**config.mk**
```make
export PLATFORM = sky130hd
export DESIGN_NAME = pipe_hazard_ctrl
export DESIGN_NICKNAME = d
export VERILOG_FILES = /design/src/rtl/pipe_hazard_ctrl.sv
export SDC_FILE = /design/constraint.sdc
export NUM_CORES = 1
export LEC_CHECK = 0
export CAP_MARGIN = 10
export CORE_MARGIN = 8
export CORE_UTILIZATION = 28
export CTS_BUF_LIST = sky130_fd_sc_hd__clkbuf_8 sky130_fd_sc_hd__clkbuf_16
export DETAILED_ROUTE_END_ITERATION = 6
export GPL_TIMING_DRIVEN = 0
export SLEW_MARGIN = 10
export SYNTH_ARGS = -nofsm -noshare
export SYNTH_HDL_FRONTEND = slang
export SYNTH_SLANG_ARGS = --single-unit
```
**constraint.sdc**
```tcl
create_clock -name clk -period 2.5 [get_ports clk]
set_clock_uncertainty 0.15 [all_clocks]
set_input_delay 0.375 -clock clk [delete_from_list [all_inputs] [get_ports clk]]
set_output_delay 0.375 -clock clk [all_outputs]
set_load 0.01 [all_outputs]
```
**src/rtl/pipe_hazard_ctrl.sv**
```systemverilog
// Decode-stage hazard unit: tracks in-flight writers, selects forwarding paths, stalls on load-use.
// Optional mul/div issue blocking is compiled in when PIPE_HAZARD_MULDIV_EN is defined.
module pipe_hazard_ctrl #(
    parameter  int STAGES     = 3,
    parameter  int LOAD_STAGE = 2,
    parameter  int MULDIV_LAT = 4,
    localparam int FW         = $clog2(STAGES + 1)
) (
    input  logic          clk,
    input  logic          rst,
    input  logic          id_valid,
    input  logic [4:0]    id_rs1,
    input  logic [4:0]    id_rs2,
    input  logic          id_rs1_used,
    input  logic          id_rs2_used,
    input  logic [4:0]    id_rd,
    input  logic          id_reg_write,
    input  logic          id_mem_read,
    input  logic          id_muldiv,
    input  logic          ex_redirect,
    output logic          stall,
    output logic          flush,
    output logic [FW-1:0] fwd_a,
    output logic [FW-1:0] fwd_b,
    output logic [15:0]   stall_cnt
);

    logic [STAGES:1]      vld_q, vld_d, rw_q, rw_d, mr_q, mr_d;
    logic [STAGES:1][4:0] rd_q, rd_d;
    logic [15:0]          stall_cnt_q, stall_cnt_d;
    logic                 a_ld, b_ld, busy, issue;

    // Scan oldest to youngest so the last hit wins: the smallest stage index.
    always_comb begin
        fwd_a = '0;
        fwd_b = '0;
        a_ld  = 1'b0;
        b_ld  = 1'b0;
        for (int k = STAGES; k >= 1; k--) begin
            if (id_rs1_used && id_rs1 != 5'd0 && vld_q[k] && rw_q[k] && rd_q[k] == id_rs1) begin
                fwd_a = FW'(k);
                a_ld  = mr_q[k] && (k < LOAD_STAGE);
            end
            if (id_rs2_used && id_rs2 != 5'd0 && vld_q[k] && rw_q[k] && rd_q[k] == id_rs2) begin
                fwd_b = FW'(k);
                b_ld  = mr_q[k] && (k < LOAD_STAGE);
            end
        end
    end

    // Redirect wins over every stall source; one stall covers load-use and mul/div together.
    assign stall = id_valid && !ex_redirect && (a_ld || b_ld || busy);
    assign flush = ex_redirect;
    assign issue = id_valid && !stall && !ex_redirect;

`ifdef PIPE_HAZARD_MULDIV_EN
    logic [3:0] md_cnt_q, md_cnt_d;

    assign busy = (md_cnt_q != 4'd0);

    always_comb begin
        md_cnt_d = md_cnt_q;
        if (issue && id_muldiv)
            md_cnt_d = 4'(MULDIV_LAT - 1);
        else if (busy)
            md_cnt_d = md_cnt_q - 4'd1;
    end

    always_ff @(posedge clk or posedge rst) begin
        if (rst) md_cnt_q <= '0;
        else     md_cnt_q <= md_cnt_d;
    end
`else
    logic unused_muldiv;
    assign unused_muldiv = id_muldiv;
    assign busy          = 1'b0;
`endif

    always_comb begin
        vld_d[1] = issue;
        rd_d[1]  = id_rd;
        rw_d[1]  = id_reg_write;
        mr_d[1]  = id_mem_read;
        for (int k = 2; k <= STAGES; k++) begin
            vld_d[k] = vld_q[k-1];
            rd_d[k]  = rd_q[k-1];
            rw_d[k]  = rw_q[k-1];
            mr_d[k]  = mr_q[k-1];
        end
        stall_cnt_d = stall_cnt_q;
        if (stall && stall_cnt_q != 16'hFFFF)
            stall_cnt_d = stall_cnt_q + 16'd1;
    end

    always_ff @(posedge clk or posedge rst) begin
        if (rst) begin
            vld_q       <= '0;
            rd_q        <= '0;
            rw_q        <= '0;
            mr_q        <= '0;
            stall_cnt_q <= '0;
        end else begin
            vld_q       <= vld_d;
            rd_q        <= rd_d;
            rw_q        <= rw_d;
            mr_q        <= mr_d;
            stall_cnt_q <= stall_cnt_d;
        end
    end

    assign stall_cnt = stall_cnt_q;

endmodule
```
==> results of run 1 <==
-- metal layers --
| metal | wire, µm | global-route usage, % | vias up |
|---|---|---|---|
| met1 | 1950 | 12.4 | 632 |
| li1 | - | - | 646 |
| met5 | 0 | 0 | - |
| met4 | 83 | 5.30 | 0 |
| met2 | 1720 | 13.9 | 42 |
| met3 | 265 | 2.70 | 8 |
-- cell families after synthesis --
group                      Yosys count
DFF                                 38
and+or+nand+nor                     58
xor gates and xnor gates            45
buffers and inverters                4
adders and majority gates            1
AOI/OAI and AO/OA                    9
-- cell usage after synthesis, types with 2 or more instances --
cell / n
a21boi_0: 2
and2_2: 2
and3_1: 2
and4_1: 2
dfrtp_1: 38
inv_1: 2
nand2_1: 14
nand2b_1: 2
nand3_1: 6
nand4_1: 11
nor2_1: 3
nor2b_1: 2
nor3_2: 2
o21ai_2: 2
or4_1: 4
or4_4: 2
xnor2_1: 32
xor2_1: 13
-- worst max-delay path, cell delays in order --
cell and delay (ps):
clkdlybuf4s15_1 260, or4_4 590, o21ai_4 180, or4_4 180, a21boi_1 180, buf_2 160
-- how the worst max path moves through the flow --
stage	from	slack, ps	end	cells past startpoint
finish	id_rs1[1]	50	fwd_a[1]	6
global placement	id_rs1[1]	-710	fwd_a[1]	6
floorplan	stall_cnt[0]	410	stall_cnt[3]	8
detailed placement	id_rs1[1]	-690	fwd_a[1]	6
CTS	rd_q[14]	2	fwd_a[0]	6
global route	rd_d[5]	-4	stall	5
-- sequential cells by signal (all words and copies together), names as in the netlist --
signal	flops
mr_q	1
rd_d	10
rd_q	5
rw_q	3
stall_cnt	16
vld_q	3
-- cells in the final DEF (no fill, tap or decap), types with 2 or more instances in the layout --
cell	synthesis	routed
or4_1	4	2
buf_6	1	2
and3_1	2	2
and4_1	2	2
clkbuf_8	0	6
nand4_1	11	11
clkdlybuf4s50_1	0	29
dfrtp_1	38	37
xnor2_1	32	29
nor2b_1	2	2
buf_4	1	6
clkdlybuf4s15_2	0	3
xor2_1	13	13
nand2b_1	2	2
nor3_2	2	2
nand2_1	14	14
nor2_1	3	3
nand3_1	6	6
or4_4	2	5
dlygate4sd2_1	0	4
xnor2_2	0	3
clkbuf_2	0	3
buf_2	0	3
-- metrics by stage --
| step | setup slack [ps] | instance area (µm²) | std cells |
|---|---|---|---|
| 6_report | 47.8 | 2500 | 289 |
| 5_1_grt | -3.72 | 2500 | 289 |
| 4_1_cts | 1.59 | 2480 | 289 |
| 3_5_place_dp | -685 | 2350 | 276 |
| 3_3_place_gp | -714 | 2350 | 276 |
| 2_1_floorplan | 411 | 1810 | 155 |
-- power by group through the flow --
stage | logic [mW] | clock network (mW) | registers (mW)
floorplan | 0.0609 | 0 | 0.658
global placement | 0.122 | 0 | 0.662
detailed placement | 0.122 | 0 | 0.662
CTS | 0.124 | 0.449 | 0.650
global route | 0.138 | 0.467 | 0.653
finish | 0.125 | 0.431 | 0.651
-- cell type report --
type	instances	area (µm²)	share of cell area, %
repair buffers	49	448	17.9
flip-flops and latches	38	952	38.1
clock inverters	2	12.5	0.501
clock buffers	6	82.6	3.31
well taps	77	96.3	3.86
inverters	2	7.51	0.301
plain buffers	2	18.8	0.752
multi-input cells	113	878	35.2
-- timing repair --
action | CTS | global route
gates resized for setup | 40 | 12
setup buffers | 5 | 0
endpoints found under the setup margin | 5 | 4
pin swaps | 10 | 3
cloned | 0 | 0
==> summary.md, run 1 <==
| Metric | Value |
|---|---|
| Largest area contributor in the netlist | dfrtp_1 |
| Setup TNS Final | 0 ps |
| Worst-Margin Slew | around 780 ps |
| Leakage power | ~1.1 nW |
| Flop pwr share | between 50% and 60% |
| Critical Path Sink Type | output pin |
| Post-route ant nets | 0 |
| Post-layout util | ~40% |
| # Max-Cap Violations | 0 |
| Worst endpoint data arrival time | ~1900 ps |
| Tot Pwr | about 1.2 mW |
| Die X | a little under 100 µm |
| Hold endpoint | rw_q[3] |
| H-tree Lvls | 2 |
| Avg WL per Cell | about 14 µm |
| P_int | a little over 0.9 mW |
| R2R Path Start | rd_d[7] |
| Initial antenna violation count | 0 |
| Synthesized cell area | 1810 µm² |
| Max_slew headroom | 48.1% |
| Pwr Density | around 480 nW/µm² |
| Cts hold-fix bufs | 0 |
| Initial core utilization | approximately 29% |
| Vias in the first global route | around 1400 |
| Period utilization | a little over nine tenths |
| I/O pin total | 46 |
| TritonCTS Buffers | 5 |
| Final HPWL DP | 3160 µm |
| Worst-Skew Late Latency | 290 ps |
| Core area | ~6300 µm² |
| Clock power frac | between 30% and 40% |
| Number of inserted diodes | 0 |
| Nets | ~240 |
| Sw Ratio | roughly a quarter |
| Synth Instances | about 160 |
| Root buffer selected by CTS | clkbuf_8 |
| Worst VDD drop | approximately 0.26 mV |
| Gr ovfl total | 0 |
| Num rows | 29 |
| Syn_area_per_cell | 11.7 µm² |
| 1st-iter DRT viols | 37 |
| First drt pass iteration count | 6 |
| Final hold viol count | 0 |
| RSZ-0062 raised after global routing | yes |
| Synth Area in XOR/XNOR | between 20% and 30% |
| CP startpoint kind | primary input |
| Area grow syn2layout | 37.6% |
| Syn Nets | 180 |
| GR Util All Layers | a little under a tenth |
| Asr flop ratio synth | 100% |
| Hold Crit Class | reg -> reg |
| Worst r2r dst | stall_cnt[8] |
| Final Wtd Congestion | about 0.81 |
| Hold path depth | 0 |
| Combinational Power Share | between 10 and 15% |
| Filler cells | 655 |
| Crit Path Category | in -> out |
| Synthesis-stage register bit count | 38 |
| Clock buffer depth | 2 |
| Mux contribution to synthesized area | 0% |
| Synth cell types | 32 |
| Final worst path period need | 2450 ps |
| Final setup fails | 0 |
| CTS Sinks | 38 |
| Simple-gate area share of the yosys netlist | around a fifth |
| FF-to-FF setup slack | ~170 ps |
| Max Slew Vio Count | 0 |
| Port Buffers | 44 |
| Adder-cell area share of the yosys netlist | less than 1% |
| Outcome | completed |
| Ys flop type | dfrtp_1 |
| CTS tree | yes |
| Residual DRC count | 0 |
| Psw | 0.282 mW |
| Pin count of the biggest net entering global routing | 39 |
| FMAX | roughly 410 MHz |
| Synth Area in Compound Gates | around 4.7% |
| Via count | between 1000 and 1500 |
| Area share of the largest cell type after synthesis | 52.4% |
| Sequential fraction of the synthesis area | a little over half |
| First-pass GRT wire length | 6710 µm |
| Worst-path clk slew | around 70 ps |
| Hold slack | between 200 and 250 ps |
| Die area | 9310 µm² |
| Synth Warn # | 0 |
| Drt total wl | 4020 µm |
| Die H | between 90 and 100 µm |
| Critical Path RT | 1980 ps |
| Area contributors post-synth | dfrtp_1 52%, xnor2_1 15%, xor2_1 6.3% |
| Post-DR vias/cell | approximately 4.6 |
| Share of layout cells above drive strength 1 | between 20 and 25% |
| Largest family of logic cells by synthesized area | XOR/XNOR gates |
| EDFF count, synth | 0 |
| Hold path start | rw_q[2] |
| Worst R2R Path Depth | 8 |
| Max FO, Critical Path | 4 |
Power figures use the tool's default switching activity.
==> inputs of run 2 (changes only) <==
--- a/config.mk
+++ b/config.mk
@@ -5,12 +5,12 @@
 export SDC_FILE = /design/constraint.sdc
 export NUM_CORES = 1
 export LEC_CHECK = 0
-export CAP_MARGIN = 10
 export CORE_MARGIN = 8
-export CORE_UTILIZATION = 28
+export CORE_UTILIZATION = 40
 export CTS_BUF_LIST = sky130_fd_sc_hd__clkbuf_8 sky130_fd_sc_hd__clkbuf_16
 export DETAILED_ROUTE_END_ITERATION = 6
 export GPL_TIMING_DRIVEN = 0
+export PLACE_DENSITY = 0.67
 export SLEW_MARGIN = 10
 export SYNTH_ARGS = -nofsm -noshare
 export SYNTH_HDL_FRONTEND = slang
==> run 2 against run 1 <==
Against the previous run: sequential power hardly changed; clock-buffer cell count stayed put; non-clock buffer count is 3 higher; combinational power is 5% higher; final cell count is 7.6% lower; first-iteration DRC count is 49% higher; global-route usage is 2.9 points higher; setup slack worse by 12 ps; register-to-register slack worse by 110 ps; clock power is 48% higher; hold slack worse by 1.6 ps; routed wire length is 5.3% higher.
==> summary.md, run 2 (synthesis gave the netlist of run 1 again) <==
| Metric | Value |
|---|---|
| 1st-iter DRT viols | 55 |
| Buf/Inv on CP | 2 |
| Max_slew headroom | between 40% and 50% |
| Final worst path period need | ~2500 ps |
| Final hold viol count | 0 |
| Pwr Density | 558 nW/µm² |
| Critical Path Sink Type | output pin |
| Leakage power | roughly 1.1 nW |
| Final worst setup slack | 35.9 ps |
| Die H | 83.3 µm |
| First drt pass iteration count | 4 |
| Critical path origin | id_rs1[1] |
| TritonCTS Buffers | 5 |
| Port Buffers | 44 |
| Gr ovfl total | 0 |
| FMAX | just over 400 MHz |
| Crit path cell chain | clkdlybuf4s15_1, or4_1, o21ai_2, or4_4, a21boi_0, buf_2 |
| # Max-Cap Violations | 0 |
| Vias in the first global route | ~1400 |
| Pin count of the biggest net entering global routing | 39 |
| Die area | slightly below 7000 µm² |
| Crit Path Category | in -> out |
| H-tree Lvls | 2 |
| GR Util All Layers | approximately 12% |
| Max FO, Critical Path | 4 |
| Final setup fails | 0 |
| Final HPWL DP | between 3000 and 4000 µm |
| Worst-path clk slew | approximately 80 ps |
| Max reg flops | 16 |
| Number of inserted diodes | 0 |
| CTS tree | yes |
| Die X | between 80 and 90 µm |
| Filler cells | 367 |
| Cts hold-fix bufs | 0 |
| Hold path start | vld_q[1] |
| Setup WS pre-CTS | -684 ps |
| Period utilization | between 90% and 100% |
| Setup TNS Final | 0 ps |
| R2R Path Start | rd_d[9] |
| First-pass GRT wire length | 7050 µm |
| Worst endpoint data arrival time | just under 2000 ps |
| Post-route ant nets | 0 |
| Outcome | completed |
| Worst VDD drop | roughly 0.34 mV |
| Worst-Skew Late Latency | roughly 290 ps |
| Max Slew Vio Count | 0 |
| Core area | 4350 µm² |
| I/O pin total | 46 |
| Commonest non-fill, non-tap cell in the layout | dfrtp_1 |
| Hold Crit Class | reg -> reg |
| Critical Path RT | approximately 2000 ps |
| Residual DRC count | 0 |
| Tot Pwr | about 1.4 mW |
| Final Wtd Congestion | 0.833 |
| Clock buffer depth | 2 |
| Drt total wl | roughly 4200 µm |
| Area grow syn2layout | 39.9% |
| Num rows | 24 |
| Initial core utilization | approximately two fifths |
| Share of layout cells above drive strength 1 | roughly 22% |
| Delay-heaviest family, CP | simple AND/OR/NAND/NOR gates |
| CTS Sinks | 38 |
| Initial antenna violation count | 0 |
| Post-DR vias/cell | slightly below 5 |
| Avg WL per Cell | ~16 µm |
| Worst-Margin Slew | between 700 and 800 ps |
| Nets | 239 |
| Final Non-Filler Cells | ~270 |
| Placed insts | approximately 250 |
| Root buffer selected by CTS | clkbuf_8 |
| Worst-path cell with the longest stage delay | or4_1 |
| Worst path max stage delay | roughly 580 ps |
| Via count | 1324 |
| CP startpoint kind | primary input |
| Commonest cells after routing, fill and taps aside | 38 x dfrtp_1, 29 x xnor2_1, 28 x clkdlybuf4s50_1, 14 x nand2_1, 13 x xor2_1 |
[run 2: cell count changes in the layout (fill, tap and decap cells not counted), sizes merged]
| cell | change |
|---|---|
| buf | +4 |
| bufinv | +2 |
| clkbuf | -1 |
| clkdlybuf4s15 | +1 |
| clkdlybuf4s50 | -1 |
| clkinv | -1 |
| clkinvlp | -1 |
[run 2: final cells by class]
cell class | count | area (µm²) | share of cell area [%]
buffer | 2 | 18.8 | 0.739
clock buffer | 6 | 82.6 | 3.25
clock inverter | 2 | 60.1 | 2.37
inverter | 2 | 7.51 | 0.296
multi-input combinational | 113 | 883 | 34.8
sequential | 38 | 951 | 37.5
tap | 52 | 65.1 | 2.56
timing repair buffer | 52 | 470 | 18.5
[run 2: through the flow]
step	utilization [%]	hold WS, ps	area (µm²)
finish	58.3	227	2540
global route	58.3	250	2540
CTS	57.8	226	2520
detailed placement	53.3	209	2320
global placement	53.3	206	2320
floorplan	-	204	1810
[run 2: path summary, 6_finish.rpt]
| path | end | slack (ps) | cells past startpoint |
|---|---|---|---|
| hold reg to reg | vld_q[2] | 230 | 0 |
| hold / removal | vld_q[2] | 230 | 0 |
| max in group asynchronous | stall_cnt[10] | 1310 | 2 |
| setup reg to reg | stall_cnt[8] | 60 | 9 |
| min in group asynchronous | rd_q[10] | 390 | 2 |
| setup / recovery | fwd_a[1] | 40 | 6 |
[run 2: worst reg2reg max path: stages, from the launching register on]
cell and delay (ps):
dfrtp_1 420, xnor2_1 180, nand4_1 100, or4_4 590
buf_4 160, buf_4 130, a21bo_1 170, buf_6 140
nor3_2 130, xor2_1 170
[run 2: report_power, final]
| part | total (mW) | internal (mW) | switching, mW |
|---|---|---|---|
| Sequential | 0.648 | 0.633 | 0.0152 |
| Combinational | 0.131 | 0.0727 | 0.0578 |
| Clock | 0.639 | 0.426 | 0.213 |
| Total | 1.42 | 1.13 | 0.286 |
[run 2: metal layers]
metal  vias to the layer above  part of all wire (%)  track usage [%]
li1                        649                     -                -
met1                       632                    44             14.3
met2                        35                    50             20.6
met3                         8                   4.6             4.20
met4                         0                   1.8             4.63
met5                         -                     0                0
[run 2: timing repair]
action | in CTS | in global routing
pin swaps | 8 | 4
setup endpoints to repair | 5 | 5
buffers inserted | 6 | 2
gates resized for setup | 41 | 11
